<file path="src/rtl/clock_pkg.sv">
// Shared encodings, field limits and calendar helper for the clock edit path.
package clock_pkg;

  typedef enum logic [1:0] {
    MODE_DEFAULT = 2'd0,
    MODE_TIME    = 2'd1,
    MODE_DATE    = 2'd2,
    MODE_ALARM   = 2'd3
  } clock_mode_e;

  localparam logic [1:0] FIELD_HI  = 2'd0;
  localparam logic [1:0] FIELD_MID = 2'd1;
  localparam logic [1:0] FIELD_LO  = 2'd2;

  localparam logic [7:0] HH_MIN = 8'h00;
  localparam logic [7:0] HH_MAX = 8'h23;
  localparam logic [7:0] MM_MIN = 8'h00;
  localparam logic [7:0] MM_MAX = 8'h59;
  localparam logic [7:0] SS_MIN = 8'h00;
  localparam logic [7:0] SS_MAX = 8'h59;
  localparam logic [7:0] DD_MIN = 8'h01;
  localparam logic [7:0] DD_MAX = 8'h31;
  localparam logic [7:0] MO_MIN = 8'h01;
  localparam logic [7:0] MO_MAX = 8'h12;
  localparam logic [7:0] YY_MIN = 8'h00;
  localparam logic [7:0] YY_MAX = 8'h99;

  // BCD month/year in, BCD day count out; every year divisible by 4 is a leap year.
  function automatic logic [7:0] days_in_month(input logic [7:0] mo, input logic [7:0] yy);
    logic [6:0] y;
    logic [7:0] d;
    y = 7'(yy[7:4]) * 7'd10 + 7'(yy[3:0]);
    case (mo)
      8'h02:                      d = (y[1:0] == 2'b00) ? 8'h29 : 8'h28;
      8'h04, 8'h06, 8'h09, 8'h11: d = 8'h30;
      default:                    d = 8'h31;
    endcase
    return d;
  endfunction

endpackage

</file>
<file path="src/rtl/bcd_field_step.sv">
// One BCD field increment (units or tens digit) with min/max wrap rules.
module bcd_field_step (
  input  logic [7:0] value,
  input  logic [7:0] min,
  input  logic [7:0] max,
  input  logic       inc_units,
  input  logic       inc_tens,
  output logic [7:0] next
);

  logic [3:0] tens;
  logic [3:0] units;

  // Two-digit BCD compares correctly as plain unsigned bytes.
  always_comb begin
    tens  = value[7:4];
    units = value[3:0];
    if (inc_units) begin
      units = (units == 4'd9) ? 4'd0 : units + 4'd1;
      if ({tens, units} > max) units = 4'd0;
      if ({tens, units} < min) units = 4'd1;
    end else if (inc_tens) begin
      tens = ({tens + 4'd1, units} <= max) ? tens + 4'd1 : 4'd0;
      if ({tens, units} < min) units = 4'd1;
    end
    next = {tens, units};
  end

endmodule

</file>
<file path="src/rtl/clock_edit_sequencer.sv">
// Set-time/date/alarm sequencer: loads a BCD shadow, edits one field at a time,
// commits on mode exit and owns the alarm registers.
module clock_edit_sequencer
  import clock_pkg::*;
#(
  parameter int unsigned M_FREQ    = 1,
  parameter int unsigned BLINK_DIV = (M_FREQ / 2 > 0) ? M_FREQ / 2 : 1
) (
  input  logic        mclk,
  input  logic        rst,
  input  logic [1:0]  clk_mode,
  input  logic [1:0]  vButton,
  input  logic        vNext,
  input  logic [23:0] cur_time,
  input  logic [23:0] cur_date,
  output logic [23:0] edit_value,
  output logic [1:0]  field_sel,
  output logic        blink,
  output logic        time_load,
  output logic        date_load,
  output logic [15:0] alarm_hhmm,
  output logic        alarm_en
);

  localparam int unsigned CntW = (BLINK_DIV > 1) ? $clog2(BLINK_DIV) : 1;

  typedef enum logic [1:0] {StIdle, StLoad, StEdit, StCommit} state_e;

  state_e          state_q, state_d;
  clock_mode_e     mode_q, mode_d;
  logic [23:0]     edit_q, edit_d;
  logic [1:0]      field_q, field_d;
  logic            blink_q, blink_d;
  logic [CntW-1:0] cnt_q, cnt_d;
  logic            time_load_q, time_load_d;
  logic            date_load_q, date_load_d;
  logic [15:0]     alarm_q, alarm_d;
  logic            alarm_en_q, alarm_en_d;

  logic [7:0] fval, fmin, fmax, fnext, day_lim;

  always_comb begin
    case (field_q)
      FIELD_MID: fval = edit_q[15:8];
      FIELD_LO:  fval = edit_q[7:0];
      default:   fval = edit_q[23:16];
    endcase
  end

  always_comb begin
    fmin = HH_MIN;
    fmax = HH_MAX;
    if (mode_q == MODE_DATE) begin
      case (field_q)
        FIELD_HI:  begin fmin = DD_MIN; fmax = DD_MAX; end
        FIELD_MID: begin fmin = MO_MIN; fmax = MO_MAX; end
        default:   begin fmin = YY_MIN; fmax = YY_MAX; end
      endcase
    end else begin
      case (field_q)
        FIELD_HI:  begin fmin = HH_MIN; fmax = HH_MAX; end
        FIELD_MID: begin fmin = MM_MIN; fmax = MM_MAX; end
        default:   begin fmin = SS_MIN; fmax = SS_MAX; end
      endcase
    end
  end

  // Both buttons at once count as a units press only.
  bcd_field_step u_step (
    .value     (fval),
    .min       (fmin),
    .max       (fmax),
    .inc_units (vButton[0]),
    .inc_tens  (vButton[1] & ~vButton[0]),
    .next      (fnext)
  );

  assign day_lim = days_in_month(edit_q[15:8], edit_q[7:0]);

  always_comb begin
    state_d     = state_q;
    mode_d      = mode_q;
    edit_d      = edit_q;
    field_d     = field_q;
    blink_d     = 1'b0;
    cnt_d       = '0;
    time_load_d = 1'b0;
    date_load_d = 1'b0;
    alarm_d     = alarm_q;
    alarm_en_d  = alarm_en_q;
    unique case (state_q)
      StIdle: begin
        if (clk_mode != MODE_DEFAULT) begin
          state_d = StLoad;
          mode_d  = clock_mode_e'(clk_mode);
        end
      end
      StLoad: begin
        case (mode_q)
          MODE_TIME: edit_d = cur_time;
          MODE_DATE: edit_d = cur_date;
          default:   edit_d = {alarm_q, 7'b0, alarm_en_q};
        endcase
        field_d = FIELD_HI;
        state_d = StEdit;
      end
      StEdit: begin
        if (clk_mode != mode_q) begin
          // Commit side effects land on this edge so they are valid during COMMIT.
          state_d = StCommit;
          case (mode_q)
            MODE_TIME: time_load_d = 1'b1;
            MODE_DATE: begin
              date_load_d = 1'b1;
              if (edit_q[23:16] > day_lim) edit_d[23:16] = day_lim;
            end
            default: begin
              alarm_d    = edit_q[23:8];
              alarm_en_d = edit_q[0];
            end
          endcase
        end else begin
          if (vNext) begin
            blink_d = 1'b0;
            cnt_d   = '0;
          end else if (cnt_q == CntW'(BLINK_DIV - 1)) begin
            blink_d = ~blink_q;
            cnt_d   = '0;
          end else begin
            blink_d = blink_q;
            cnt_d   = cnt_q + CntW'(1);
          end
          if (vButton != 2'b00) begin
            if (mode_q == MODE_ALARM && field_q == FIELD_LO) begin
              edit_d[0] = ~edit_q[0];
            end else begin
              case (field_q)
                FIELD_MID: edit_d[15:8]  = fnext;
                FIELD_LO:  edit_d[7:0]   = fnext;
                default:   edit_d[23:16] = fnext;
              endcase
            end
          end
          if (vNext) field_d = (field_q == FIELD_LO) ? FIELD_HI : field_q + 2'd1;
        end
      end
      StCommit: begin
        mode_d  = clock_mode_e'(clk_mode);
        state_d = (clk_mode == MODE_DEFAULT) ? StIdle : StLoad;
      end
    endcase
  end

  always_ff @(posedge mclk or negedge rst) begin
    if (!rst) begin
      state_q     <= StIdle;
      mode_q      <= MODE_DEFAULT;
      edit_q      <= '0;
      field_q     <= FIELD_HI;
      blink_q     <= 1'b0;
      cnt_q       <= '0;
      time_load_q <= 1'b0;
      date_load_q <= 1'b0;
      alarm_q     <= '0;
      alarm_en_q  <= 1'b0;
    end else begin
      state_q     <= state_d;
      mode_q      <= mode_d;
      edit_q      <= edit_d;
      field_q     <= field_d;
      blink_q     <= blink_d;
      cnt_q       <= cnt_d;
      time_load_q <= time_load_d;
      date_load_q <= date_load_d;
      alarm_q     <= alarm_d;
      alarm_en_q  <= alarm_en_d;
    end
  end

  assign edit_value = edit_q;
  assign field_sel  = field_q;
  assign blink      = blink_q;
  assign time_load  = time_load_q;
  assign date_load  = date_load_q;
  assign alarm_hhmm = alarm_q;
  assign alarm_en   = alarm_en_q;

endmodule

</file>
<file path="config.mk">
export PLATFORM = sky130hd
export DESIGN_NAME = clock_edit_sequencer
export DESIGN_NICKNAME = d
export VERILOG_FILES = /design/src/rtl/clock_pkg.sv /design/src/rtl/bcd_field_step.sv /design/src/rtl/clock_edit_sequencer.sv
export SDC_FILE = /design/constraint.sdc
export NUM_CORES = 1
export LEC_CHECK = 0
export ABC_CLOCK_PERIOD_IN_PS = 4210
export BUFFER_PORTS_ARGS = -buffer_cell sky130_fd_sc_hd__clkbuf_2
export CORE_MARGIN = 4
export CORE_UTILIZATION = 54
export DETAILED_ROUTE_END_ITERATION = 8
export GPL_TIMING_DRIVEN = 0
export PLACE_DENSITY = 0.89
export SETUP_SLACK_MARGIN = 0.02
export SYNTH_ARGS = -nofsm -noshare
export SYNTH_HDL_FRONTEND = slang
export SYNTH_SLANG_ARGS = --single-unit
</file>
<file path="constraint.sdc">
create_clock -name mclk -period 4.21 [get_ports mclk]
set_clock_uncertainty 0.1 [all_clocks]
set_input_delay 1.0525 -clock mclk [delete_from_list [all_inputs] [get_ports mclk]]
set_output_delay 1.0525 -clock mclk [all_outputs]
set_load 0.005 [all_outputs]
</file>
=== Yosys cells after proc, flatten, opt, wreduce, memory -nomap -nowiden ===
Index checks and enable logic that the tools add are counted.

* Flip-flop bits (word level): 51
* Bits of input ports: 55
* Output and inout port bits: 46
* Word-level logic and storage cells: 134

* Add/subtract/negate cells: 5
* $mul: 1
* $lt $le $gt $ge: 5
* Equality and inequality tests: 30
* Mux-type cells: 54
* Bitwise gates (word level): 5
* Reductions and logical operators: 21

{| class="wikitable"
|+ Operators with widths
! operator !! count
|-
| 24-bit case mux with 2 select lines || 2
|-
| 8-bit two-way mux || 8
|-
| 4-bit two-way mux || 10
|-
| 8-bit case mux with 2 select lines || 2
|-
| 24-bit two-way mux || 1
|-
| 23-bit two-way mux || 1
|-
| 1-bit two-way mux || 18
|-
| 3-bit inequality test (second input constant) || 6
|-
| 8-bit by 3-bit == test with 1-bit output (second input constant) || 2
|-
| 8-bit > comparator || 2
|-
| 8-bit less-than comparator || 2
|-
| 16-bit two-way mux || 1
|-
| 2-bit inequality test (second input constant) || 7
|-
| 2-bit two-way mux || 6
|-
| 2-bit == test (second input constant) || 5
|-
| 5-bit case mux with 2 select lines || 1
|-
| 5-bit AND reduction || 2
|-
| 4-bit by 1-bit adder with 4-bit output (second input constant) || 2
|-
| 8-bit by 2-bit == test with 1-bit output (second input constant) || 1
|-
| 8-bit by 4-bit == test with 1-bit output (second input constant) || 1
|-
| 8-bit by 5-bit == test with 1-bit output (second input constant) || 1
|-
| 8-bit less-or-equal comparator || 1
|-
| 2-bit logical NOT || 4
|-
| 2-bit case mux with 2 select lines || 2
|-
| 21 further kinds || 33
|}

=== Depth between registers and ports, before layout ===
Gate-level depths: netlist of run 1.

* Word-level depth: 15
* Gate-level depth with buffers: 16

=== Hierarchy ===
A second synthesis of run 1 with hierarchy kept.

* Cell total of the unflattened synthesis: 485
* Area, all modules: 4271.6 um2

{| class="wikitable"
|+ Modules (own cells, without submodules)
! module !! instances !! cells each !! area each (um2) !! sequential area each (um2)
|-
| clock_edit_sequencer || 1 || 344 || 3228.1 || 1251.2
|-
| bcd_field_step || 1 || 141 || 1043.5 || 0.0
|}

=== Worst setup path after synthesis of run 1 ===
No wires, ideal clock.

* Kind: reg-to-reg
* Start point: register field_q[0] (netlist: field_sel[0])
* End point: register edit_q[14] (netlist: edit_value[14])
* Arrival time: 3267 ps
* Required time: 3989 ps
* Setup slack: 722 ps
* Stages on the path, launching flop included: 16
* Buffers on the path: 1
* Period minus slack after synthesis: 3488 ps
* Cell sequence: dfrtp_1 inv_1 ha_1 buf_4 mux2i_2 inv_1 ha_1 xnor2_1 ha_1 nand2_1 nor3_1 a21boi_0 o21a_1 o21ai_0 a31o_2 o22a_1

* Word-level cells in the longest chain between the ends: 12

{| class="wikitable"
|+ RTL lines
! what !! RTL line !! RTL
|-
| start: declaration || clock_edit_sequencer.sv:32 || <nowiki>logic [1:0] field_q, field_d;</nowiki>
|-
| start signal: assignment || clock_edit_sequencer.sv:170 || <nowiki>field_q <= field_d;</nowiki>
|-
| 2-bit == test, or another cell as far along || clock_edit_sequencer.sv:43, clock_edit_sequencer.sv:134 ||
|-
| 8-bit case mux with 2 select lines, or another cell as far along || clock_edit_sequencer.sv:43 || <nowiki>case (field_q)</nowiki>
|-
| 4-bit by 1-bit adder with 4-bit output or 8-bit two-way mux (tied branches) || bcd_field_step.sv:23, clock_edit_sequencer.sv:53 ||
|-
| 8-bit less-or-equal comparator || bcd_field_step.sv:23 || <nowiki>tens = ({tens + 4'd1, units} <= max) ? tens + 4'd1 : 4'd0;</nowiki>
|-
| 4-bit two-way mux || bcd_field_step.sv:23 ||
|-
| 4-bit two-way mux || bcd_field_step.sv:22 || <nowiki>end else if (inc_tens) begin</nowiki>
|-
| 4-bit two-way mux || bcd_field_step.sv:18 || <nowiki>if (inc_units) begin</nowiki>
|-
| 8-bit two-way mux || clock_edit_sequencer.sv:137 || <nowiki>case (field_q)</nowiki>
|-
| 23-bit two-way mux || clock_edit_sequencer.sv:134 || <nowiki>if (mode_q == MODE_ALARM && field_q == FIELD_LO) begin</nowiki>
|-
| 24-bit two-way mux || clock_edit_sequencer.sv:133 || <nowiki>if (vButton != 2'b00) begin</nowiki>
|-
| 16-bit two-way mux || clock_edit_sequencer.sv:108 || <nowiki>if (clk_mode != mode_q) begin</nowiki>
|-
| 24-bit case mux with 2 select lines || clock_edit_sequencer.sv:91 || <nowiki>unique case (state_q)</nowiki>
|-
| end signal: assignment || clock_edit_sequencer.sv:169 || <nowiki>edit_q <= edit_d;</nowiki>
|-
| end: declaration || clock_edit_sequencer.sv:31 || <nowiki>logic [23:0] edit_q, edit_d;</nowiki>
|}

Parallel ways exist; a longest one is shown, timed or not. The select of a mux whose other input is x is not followed.
A chain may end at the register's enable or synchronous reset.

=== Worst setup path in the final report of run 1 ===
* Start point: register field_q[1] (netlist: field_sel[1])
* End point: register edit_q[7] (netlist: edit_value[7])

* Word-level cells in the longest chain between the ends: 12

{| class="wikitable"
|+ RTL lines
! what !! RTL line
|-
| 2-bit == test, or another cell as far along || clock_edit_sequencer.sv:43, clock_edit_sequencer.sv:134, clock_edit_sequencer.sv:137
|-
| 8-bit case mux with 2 select lines, or another cell as far along || clock_edit_sequencer.sv:43
|-
| 4-bit by 1-bit adder with 4-bit output or 8-bit two-way mux (tied branches) || bcd_field_step.sv:23, clock_edit_sequencer.sv:53
|-
| 8-bit less-or-equal comparator || bcd_field_step.sv:23
|-
| 4-bit two-way mux || bcd_field_step.sv:23
|-
| 4-bit two-way mux || bcd_field_step.sv:22
|-
| 4-bit two-way mux || bcd_field_step.sv:18
|-
| 8-bit two-way mux || clock_edit_sequencer.sv:137
|-
| 23-bit two-way mux || clock_edit_sequencer.sv:134
|-
| 24-bit two-way mux || clock_edit_sequencer.sv:133
|-
| 16-bit two-way mux || clock_edit_sequencer.sv:108
|-
| 24-bit case mux with 2 select lines || clock_edit_sequencer.sv:91
|}

Parallel ways exist; a longest one is shown, timed or not. The select of a mux whose other input is x is not followed.

==> impl_metrics.env, run 1 <==
export IMPL_switching_power_mw=2.51
export IMPL_crit_start="field_sel[1]"
export IMPL_synth_top_area_share_pct=31.4
export IMPL_synthMostInstantiatedCell="nor2_1"
export IMPL_antenna_left=0
export IMPL_synth_fp_nets=553
export IMPL_synth_area_leaders="dfrtp_1 31%, ha_1 10%, nor2_1 5.2%"
export IMPL_cts_tree="yes"
export IMPL_synth_edf_count=0
export IMPL_gr_total_overflow=0
export IMPL_ys_warn_count=0
export IMPL_drv_slew=0
export IMPL_syn_avg_cell_area_sq_um=8.55
export IMPL_setup_viol=0
export IMPL_fillers=628
export IMPL_place_gp_congestion=0.996
export IMPL_p_int_mw=2.16
export IMPL_avgViaCountPerCell=6.38
export IMPL_seq_area_frac_synth_pct=31.4
export IMPL_power_frac_comb_pct=72.3
export IMPL_hpwl_mm=9.94
export IMPL_cts_root_buf="clkbuf_8"
export IMPL_path_class="reg -> reg"
export IMPL_wl_mm=12.8
export IMPL_hold_viol_final=0
export IMPL_grt_pass1_wl_mm=20.7
export IMPL_finalCritPeriodShare_pct=93.4
export IMPL_ys_flop_type="dfrtp_1"
export IMPL_synth_fa_ha_area_share_pct=10.0
export IMPL_grtUsageTotal_pct=29.8
export IMPL_crit_fanout=10
export IMPL_area_growth_pct=18.6
export IMPL_power_frac_seq_pct=21.2
export IMPL_grt_pass1_vias=4250
export IMPL_postCtsHoldBufs=0
export IMPL_placed_cell_area_sq_um=4610
export IMPL_setup_tns_ps=0
export IMPL_crit_path_start_kind="flip-flop"
export IMPL_ys_ff_latch=50
export IMPL_num_rows=31
export IMPL_firstDrtPassIters=5
export IMPL_min_delay_start="blink"
export IMPL_cts_sinks=50
export IMPL_hold_class="reg -> reg"
export IMPL_status="complete, no violations"
export IMPL_synth_commonest_cells="55 x nor2_1, 50 x dfrtp_1, 47 x nand2_1, 32 x ha_1, 31 x o21ai_0"
export IMPL_ir_worst_vdd_v=0.000538
export IMPL_max_cap_violations=0
export IMPL_port_buffers=100
export IMPL_clk_pin_slew_ps=100
export IMPL_vias=4298
export IMPL_core_area_sq_um=7210
export IMPL_whs_ps=344
export IMPL_slew_headroom_pct=57.2
export IMPL_clock_path_buffers=2
export IMPL_synth_top_area_cell="dfrtp_1"
export IMPL_fin_crit_ps=3930
export IMPL_wl_per_cell_um=19.0
export IMPL_r2r_start="field_sel[1]"
export IMPL_yosysUniqueCellTypes=64
export IMPL_numCtsBuffers=5
export IMPL_cp_required_ps=4290
export IMPL_clk_latency_ps=310
export IMPL_first_iter_violations=317
export IMPL_power_share_clock_pct=6.5
export IMPL_synth_cells=466
export IMPL_antenna_found_initial=0
export IMPL_grt_setup_unrepaired="no"
export IMPL_fmax_mhz=254
export IMPL_synthXorXnorAreaFrac_pct=1.73
export IMPL_die_y_um=93.9
export IMPL_start_util_pct=55.3
export IMPL_postLayoutCellArea_sq_um=4730
export IMPL_nNetsFinal=661
export IMPL_p_per_area_nw_per_um2=986
export IMPL_synth_mux_area_fraction_pct=6.97
export IMPL_drc=0
export IMPL_max_slew_worst_pin_slew_ps=643
export IMPL_grt_max_degree=51
export IMPL_synth_compound_gate_area_share_pct=26.9
export IMPL_p_leak_nw=2.19
export IMPL_syn_area_sq_um=3990
export IMPL_dieArea_sq_um=8820
export IMPL_setup_worst_path_end_class="flip-flop"
export IMPL_cts_htree_levels=2
export IMPL_async_flop_share_pct=100
export IMPL_io_pins=101
export IMPL_synth_simple_area_share_pct=17.8
export IMPL_crit_arrival_ps=4010
export IMPL_drive_above_1_share_pct=26.6
export IMPL_synth_top_family_by_area="compound AO/OA/AOI/OAI gates"
export IMPL_swShare_pct=53.8
export IMPL_antenna_cells=0
export IMPL_die_w_um=93.9
## layout by cell type, fill, tap and decap left out, types with 3 or more instances in the layout
cell	instances
o21a_1	4
clkbuf_1	19
nand2_1	47
a21oi_2	3
and3_1	3
buf_6	4
a22oi_1	25
nand2b_1	5
nand4_1	3
mux2_2	17
inv_2	3
o21ai_1	8
clkbuf_8	6
ha_1	32
o22ai_1	5
a21o_1	3
a21oi_1	24
a22o_1	9
clkbuf_2	100
o31ai_1	4
dfrtp_1	50
o21ai_0	31
nor2b_1	8
mux2i_1	5
nor2_1	55
xor2_1	3
xnor2_1	3
nand3_1	7
a31oi_1	12
nor3_1	9
inv_1	18
## path summary, 6_finish.rpt
path,slack (ps),to,cells past startpoint
worst max-delay path,280,edit_value[7],16
worst min-delay path,340,blink,1
worst max register to register,280,edit_value[7],16
worst min register to register,340,blink,1
max in group asynchronous,2910,field_sel[0],2
min in group asynchronous,540,edit_value[5],1
## cell families (layout without fill, tap and decap cells)
logic type | count (synthesis) | count (layout)
flip-flops | 50 | 50
adder cells (fa/ha/maj) | 32 | 32
AND/OR/NAND/NOR | 151 | 151
AO/OA/AOI/OAI | 157 | 157
buffers and inverters | 45 | 154
multiplexers | 24 | 24
XOR/XNOR | 7 | 7
## layer usage
layer | vias to the layer above | global-route usage, % | part of all wire, %
li1 | 1930 | - | -
met1 | 2027 | 37.0 | 38
met2 | 285 | 50.1 | 49
met3 | 56 | 5.13 | 9.3
met4 | 0 | 14.3 | 4.5
met5 | - | 0 | 0
## worst max-delay path, stage by stage, from the launching register on
cell and delay, ps:
dfrtp_1 420, inv_1 130, ha_1 290, buf_4 230
a22oi_1 120, a21oi_2 270, inv_2 130, nor3_1 250
xor2_1 150, ha_1 320, nand2_1 60, nor3_1 250
a21boi_0 210, o21a_2 250, nor2_1 70, a22oi_1 390
o221ai_1 170
## power by group through the flow
| stage | logic, mW | registers (mW) | clock network [mW] |
|---|---|---|---|
| global route | 3.75 | 1.01 | 0.321 |
| detailed placement | 3.26 | 0.985 | 0 |
| global placement | 3.14 | 0.973 | 0 |
| finish | 3.37 | 0.988 | 0.305 |
| CTS | 3.30 | 0.975 | 0.306 |
| floorplan | 2.34 | 0.912 | 0 |
## stage by stage
stage / total power, mW / std cells / util [%] / setup WS [ps]
final: 4.66 / 674 / 65.5 / 276
after global routing: 5.08 / 674 / 65.5 / 41.3
after CTS: 4.58 / 673 / 65.2 / 212
after detailed placement: 4.25 / 665 / 63.9 / 226
after global placement: 4.11 / 665 / 63.9 / 274
after floorplan: 3.25 / 466 / - / 722
## registers in the layout, indices dropped and copies added (netlist names)
| name | count |
|---|---|
| date_load | 1 |
| blink | 1 |
| alarm_hhmm | 16 |
| field_sel | 2 |
| alarm_en | 1 |
| time_load | 1 |
| edit_value | 24 |
| mode_q | 2 |
| state_q | 2 |
## area by class of cell
class | count | area (sq um) | area share [%]
Multi-Input combinational cell | 371 | 2530 | 53.5
Sequential cell | 50 | 1250 | 26.5
Timing Repair Buffer | 101 | 520 | 11.0
Buffer | 24 | 128 | 2.70
Tap cell | 99 | 124 | 2.62
Clock buffer | 7 | 86.3 | 1.83
Inverter | 21 | 78.8 | 1.67
Clock inverter | 1 | 8.76 | 0.185
## repair_timing
| item | CTS | global route |
|---|---|---|
| resized for setup | 0 | 2 |
| endpoints found under the setup margin | 0 | 7 |
| buffers inserted | 0 | 0 |
(Power assumes the default switching activity.)
==> run 2, diff against run 1 <==
--- a/config.mk
+++ b/config.mk
@@ -5,13 +5,12 @@
 export SDC_FILE = /design/constraint.sdc
 export NUM_CORES = 1
 export LEC_CHECK = 0
-export ABC_CLOCK_PERIOD_IN_PS = 4210
-export BUFFER_PORTS_ARGS = -buffer_cell sky130_fd_sc_hd__clkbuf_2
 export CORE_MARGIN = 4
-export CORE_UTILIZATION = 54
+export CORE_UTILIZATION = 60
 export DETAILED_ROUTE_END_ITERATION = 8
+export DONT_BUFFER_PORTS = 1
 export GPL_TIMING_DRIVEN = 0
-export PLACE_DENSITY = 0.89
+export PLACE_DENSITY = 0.84
 export SETUP_SLACK_MARGIN = 0.02
 export SYNTH_ARGS = -nofsm -noshare
 export SYNTH_HDL_FRONTEND = slang
==> impl_metrics.env, run 2 (same netlist as run 1, synthesis figures left out) <==
export IMPL_fin_util_pct=66.1
export IMPL_core_area_sq_um=6390
export IMPL_setup_worst_path_end_class="flip-flop"
export IMPL_placedCellCount=543
export IMPL_setup_tns_ps=0
export IMPL_layoutNonFillerInstCount=551
export IMPL_antenna_left=0
export IMPL_cp_required_ps=4270
export IMPL_crit_fanout=10
export IMPL_drv_slew=0
export IMPL_die_w_um=89.5
export IMPL_grtUsageTotal_pct=30.8
export IMPL_clock_path_buffers=2
export IMPL_crit_path_start_kind="flip-flop"
export IMPL_setup_viol=0
export IMPL_grt_pass1_vias=3533
export IMPL_max_slew_worst_pin_slew_ps=692
export IMPL_area_growth_pct=5.96
export IMPL_cts_root_buf="clkbuf_8"
export IMPL_num_rows=29
export IMPL_antenna_found_initial=0
export IMPL_crit_arrival_ps=3990
export IMPL_slew_headroom_pct=53.9
export IMPL_layout_common_cells="55 x nor2_1, 50 x dfrtp_1, 47 x nand2_1"
export IMPL_grt_setup_unrepaired="no"
export IMPL_p_leak_nw=1.77
export IMPL_nNetsFinal=560
export IMPL_clk_pin_slew_ps=100
export IMPL_grt_max_degree=51
export IMPL_max_cap_violations=0
export IMPL_largest_register_ff_count=24
export IMPL_numCtsBuffers=5
export IMPL_dieArea_sq_um=8010
export IMPL_final_common_cell="nor2_1"
export IMPL_cts_htree_levels=2
export IMPL_postLayoutCellArea_sq_um=4220
export IMPL_finalCritPeriodShare_pct=93.6
export IMPL_p_per_area_nw_per_um2=1060
export IMPL_hold_class="in -> async"
export IMPL_gr_total_overflow=0
export IMPL_path_class="reg -> reg"
export IMPL_cts_tree="yes"
export IMPL_place_ws_ps=-11.2
export IMPL_io_pins=101
export IMPL_avgViaCountPerCell=6.79
export IMPL_fmax_mhz=254
export IMPL_hpwl_mm=9.50
export IMPL_setup_ws_ps=271
export IMPL_wl_per_cell_um=22.1
export IMPL_start_util_pct=62.4
export IMPL_clk_latency_ps=310
export IMPL_vias=3742
export IMPL_placed_cell_area_sq_um=4080
export IMPL_wl_mm=12.2
export IMPL_grt_pass1_wl_mm=18.7
export IMPL_die_y_um=89.5
export IMPL_place_gp_congestion=0.972
export IMPL_drive_above_1_share_pct=11.6
export IMPL_firstDrtPassIters=5
export IMPL_ir_worst_vdd_v=0.000732
export IMPL_cts_sinks=50
export IMPL_first_iter_violations=439
export IMPL_port_buffers=0
export IMPL_fin_crit_ps=3940
export IMPL_drc=0
export IMPL_status="complete, no violations"
export IMPL_postCtsHoldBufs=0
export IMPL_hold_viol_final=0
export IMPL_antenna_cells=0
-- run 2: timing repair --
item                       CTS  global route
buffers inserted             0             0
pin swaps                    0             0
resized for setup            1             4
cloned                       0             0
setup endpoints to repair    1            15
-- run 2: stage by stage --
stage          hold WS, ps  power [mW]
2_1_floorplan          331        3.25
3_3_place_gp           355        3.94
3_5_place_dp           361        4.04
4_1_cts                326        4.41
5_1_grt                306        4.88
6_report               323        4.49
-- run 2: metal layers --
layer  GRT usage [%]  share of wire (%)
met5               0                  0
met4            9.74                2.3
met3            5.35                7.9
met2            48.2                 47
met1            43.3                 42
-- run 2: worst max-delay path, stage by stage (launching register included) --
cell and delay, ps:
dfrtp_1 430, inv_1 120, ha_1 350, buf_4 240, mux2i_4 350, inv_1 120, ha_1 290, xnor2_1 160
ha_1 280, nand2_1 70, nor3_1 240, a21boi_0 210, o21a_2 230, nor2_1 60, a22oi_1 370, o21ai_0 180
-- run 2: final timing paths --
check                             start             end  slack (ps)  depth (start not counted)
max                        field_sel[0]  edit_value[15]         270                         15
min                                 rst  edit_value[10]         320                          0
max reg2reg                field_sel[0]  edit_value[15]         270                         15
min reg2reg                       blink           blink         370                          1
max in group asynchronous           rst   alarm_hhmm[8]        3570                          0
min in group mclk                 blink           blink         370                          1
-- run 2: power breakdown --
group / switching [mW] / total, mW / leakage [nW] / internal, mW
Sequential: 0.331 / 1.03 / 0.623 / 0.703
Clock: 0.168 / 0.364 / 0.0618 / 0.196
Combinational: 1.91 / 3.09 / 1.09 / 1.18
Total: 2.41 / 4.49 / 1.77 / 2.08
-- run 2: final cells by class --
class / instances / area [sq um]
Buffer: 24 / 128
Fill cell: 540 / 2160
Clock buffer: 6 / 82.6
Inverter: 21 / 78.8
Sequential cell: 50 / 1250
Clock inverter: 2 / 38.8
Multi-Input combinational cell: 371 / 2550
Tap cell: 77 / 96.3
==> run 3, diff against run 2 <==
--- a/config.mk
+++ b/config.mk
@@ -5,13 +5,13 @@
 export SDC_FILE = /design/constraint.sdc
 export NUM_CORES = 1
 export LEC_CHECK = 0
+export ABC_AREA = 1
 export CORE_MARGIN = 4
 export CORE_UTILIZATION = 60
 export DETAILED_ROUTE_END_ITERATION = 8
 export DONT_BUFFER_PORTS = 1
 export GPL_TIMING_DRIVEN = 0
 export PLACE_DENSITY = 0.84
-export SETUP_SLACK_MARGIN = 0.02
 export SYNTH_ARGS = -nofsm -noshare
 export SYNTH_HDL_FRONTEND = slang
 export SYNTH_SLANG_ARGS = --single-unit
==> impl_metrics.env, run 3 <==
export IMPL_slew_headroom_pct=51.7
export IMPL_highest_signal_layer="met4"
export IMPL_ys_ff_latch=50
export IMPL_clk_latency_ps=320
export IMPL_synth_top_area_cell="dfrtp_1"
export IMPL_cts_setup_buffers=0
export IMPL_cp_top_family="simple AND/OR/NAND/NOR gates"
export IMPL_max_slew_worst_pin_slew_ps=722
export IMPL_fmax_mhz=252
export IMPL_grt_pass1_vias=3814
export IMPL_setup_viol=0
export IMPL_syn_area_sq_um=3760
export IMPL_antenna_left=0
export IMPL_cts_htree_levels=2
export IMPL_drive_above_1_share_pct=7.84
export IMPL_nNetsFinal=609
export IMPL_postCtsHoldBufs=0
export IMPL_cts_sinks=50
export IMPL_start_util_pct=62.7
export IMPL_synth_top_area_share_pct=33.3
export IMPL_clk_pin_slew_ps=110
export IMPL_largest_register_ff_count=24
export IMPL_hold_class="in -> async"
export IMPL_avgViaCountPerCell=6.55
export IMPL_core_area_sq_um=5990
export IMPL_crit_fanout=6
export IMPL_gr_total_overflow=0
export IMPL_path_buf_inv=2
export IMPL_grt_setup_unrepaired="no"
export IMPL_layout_common_cells="107 x nand2_1, 59 x nor2_1, 50 x dfrtp_1"
export IMPL_area_growth_pct=6.13
export IMPL_seq_area_frac_synth_pct=33.3
export IMPL_first_iter_violations=435
export IMPL_wl_met3_mm=1.47
export IMPL_grt_max_degree=51
export IMPL_synth_commonest_cells="107 x nand2_1, 59 x nor2_1, 50 x dfrtp_1, 48 x inv_1, 40 x o21ai_0"
export IMPL_yosysUniqueCellTypes=41
export IMPL_met2_length_mm=5.70
export IMPL_async_flop_share_pct=100
export IMPL_cp_required_ps=4350
export IMPL_dieArea_sq_um=7590
export IMPL_wl_mm=12.2
export IMPL_drv_slew=0
export IMPL_finalCritPeriodShare_pct=94.4
export IMPL_hold_viol_final=0
export IMPL_firstDrtPassIters=5
export IMPL_clock_path_buffers=2
export IMPL_antenna_found_initial=0
export IMPL_grt_pass1_wl_mm=18.9
export IMPL_setup_tns_ps=0
export IMPL_crit_top_cell="nand2_1"
export IMPL_cts_tree="yes"
export IMPL_syn_avg_cell_area_sq_um=7.30
export IMPL_final_common_cell="nand2_1"
export IMPL_synth_edf_count=0
export IMPL_io_pins=101
export IMPL_hpwl_mm=9.49
export IMPL_ys_flop_type="dfrtp_1"
export IMPL_path_class="reg -> reg"
export IMPL_synth_fp_nets=602
export IMPL_fin_crit_ps=3980
export IMPL_path_cells="inv_1 > ha_1 > inv_2 > a21oi_1 > o21ai_1 > o21ai_2 > nor3_1 > nor3b_1 > ha_1 > a21oi_1 > nand2_1 > nand2_1 > nand2_1 > nand2_1 > nand2_1 > nand2_2 > o21ai_1 > nand3_1 > nand2_1 > nand2_2 > nand2_1 > nand2_1 > nand2_1 > a21oi_1"
export IMPL_die_w_um=87.1
export IMPL_crit_arrival_ps=4110
export IMPL_crit_path_start_kind="flip-flop"
export IMPL_critPathSlowestCell="nor3b_1"
export IMPL_port_buffers=0
export IMPL_drc=0
export IMPL_synth_area_leaders="dfrtp_1 33%, nand2_1 11%, ha_1 11%"
export IMPL_setup_worst_path_end_class="flip-flop"
export IMPL_slowest_delay_ps=470
export IMPL_numCtsBuffers=5
export IMPL_status="complete, no violations"
export IMPL_die_y_um=87.1
export IMPL_grtUsageTotal_pct=32.3
export IMPL_cts_resized=0
export IMPL_cts_root_buf="clkbuf_8"
export IMPL_synth_cells=515
export IMPL_place_gp_congestion=1.01
export IMPL_num_rows=28
export IMPL_wl_met1_mm=4.56
export IMPL_synthMostInstantiatedCell="nand2_1"
export IMPL_max_cap_violations=0
export IMPL_ys_warn_count=0
export IMPL_vias=3918
export IMPL_wl_per_cell_um=20.5
export IMPL_antenna_cells=0
-- run 3: cell count changes in the layout (fill, tap and decap cells not counted), moves of 11 or more --
cell | previous run | this run
nand3_1 | 7 | 19
mux2_2 | 17 | 6
inv_1 | 18 | 48
a22oi_1 | 25 | 4
nand2_1 | 47 | 107
a21oi_1 | 24 | 39
-- run 3: final cells by class --
cell class / instances / area [sq um]
Buffer: 17 / 80.1
Clock buffer: 5 / 68.8
Clock inverter: 3 / 48.8
Fill cell: 534 / 2000
Inverter: 56 / 210
Multi-Input combinational cell: 392 / 2240
Sequential cell: 50 / 1250
Tap cell: 75 / 93.8
-- run 3: layer usage --
metal,GRT usage [%],vias up
li1,-,1761
met1,41.1,1803
met2,53.1,299
met3,7.19,55
met4,13.0,0
met5,0,-
-- run 3: path summary, 6_finish.rpt --
check,startpoint,endpoint,slack (ps),depth (start not counted)
worst max register to register,field_sel[1],edit_value[9],230,24
worst min-delay path,rst,edit_value[22],310,0
worst min register to register,blink,blink,380,1
max in group asynchronous,rst,mode_q[1],3570,0
min in group mclk,blink,blink,380,1
worst max-delay path,field_sel[1],edit_value[9],230,24
-- run 3: logic make-up after synthesis --
kind of cell	count (synthesis)	synth area share (%)
AND/OR/NAND/NOR	208	23.3
AO/OA/AOI/OAI	141	22.1
buffers and inverters	73	7.72
flip-flops	50	33.3
adder cells (fa/ha/maj)	32	10.7
multiplexers	6	1.80
XOR/XNOR	5	1.17
-- run 3: metrics by stage --
step	util [%]	hold WS, ps	cells	cell area (sq um)	worst slack [ps]
after floorplan	-	332	515	3760	896
after global placement	64.3	356	590	3850	283
after detailed placement	64.3	358	590	3850	198
after CTS	66.3	314	598	3970	147
after global routing	66.6	301	598	3990	59.9
final	66.6	308	598	3990	234
Power of run 3 is not shown: default switching activity piles up to over one toggle a cycle in this logic, so the estimate is an artifact.
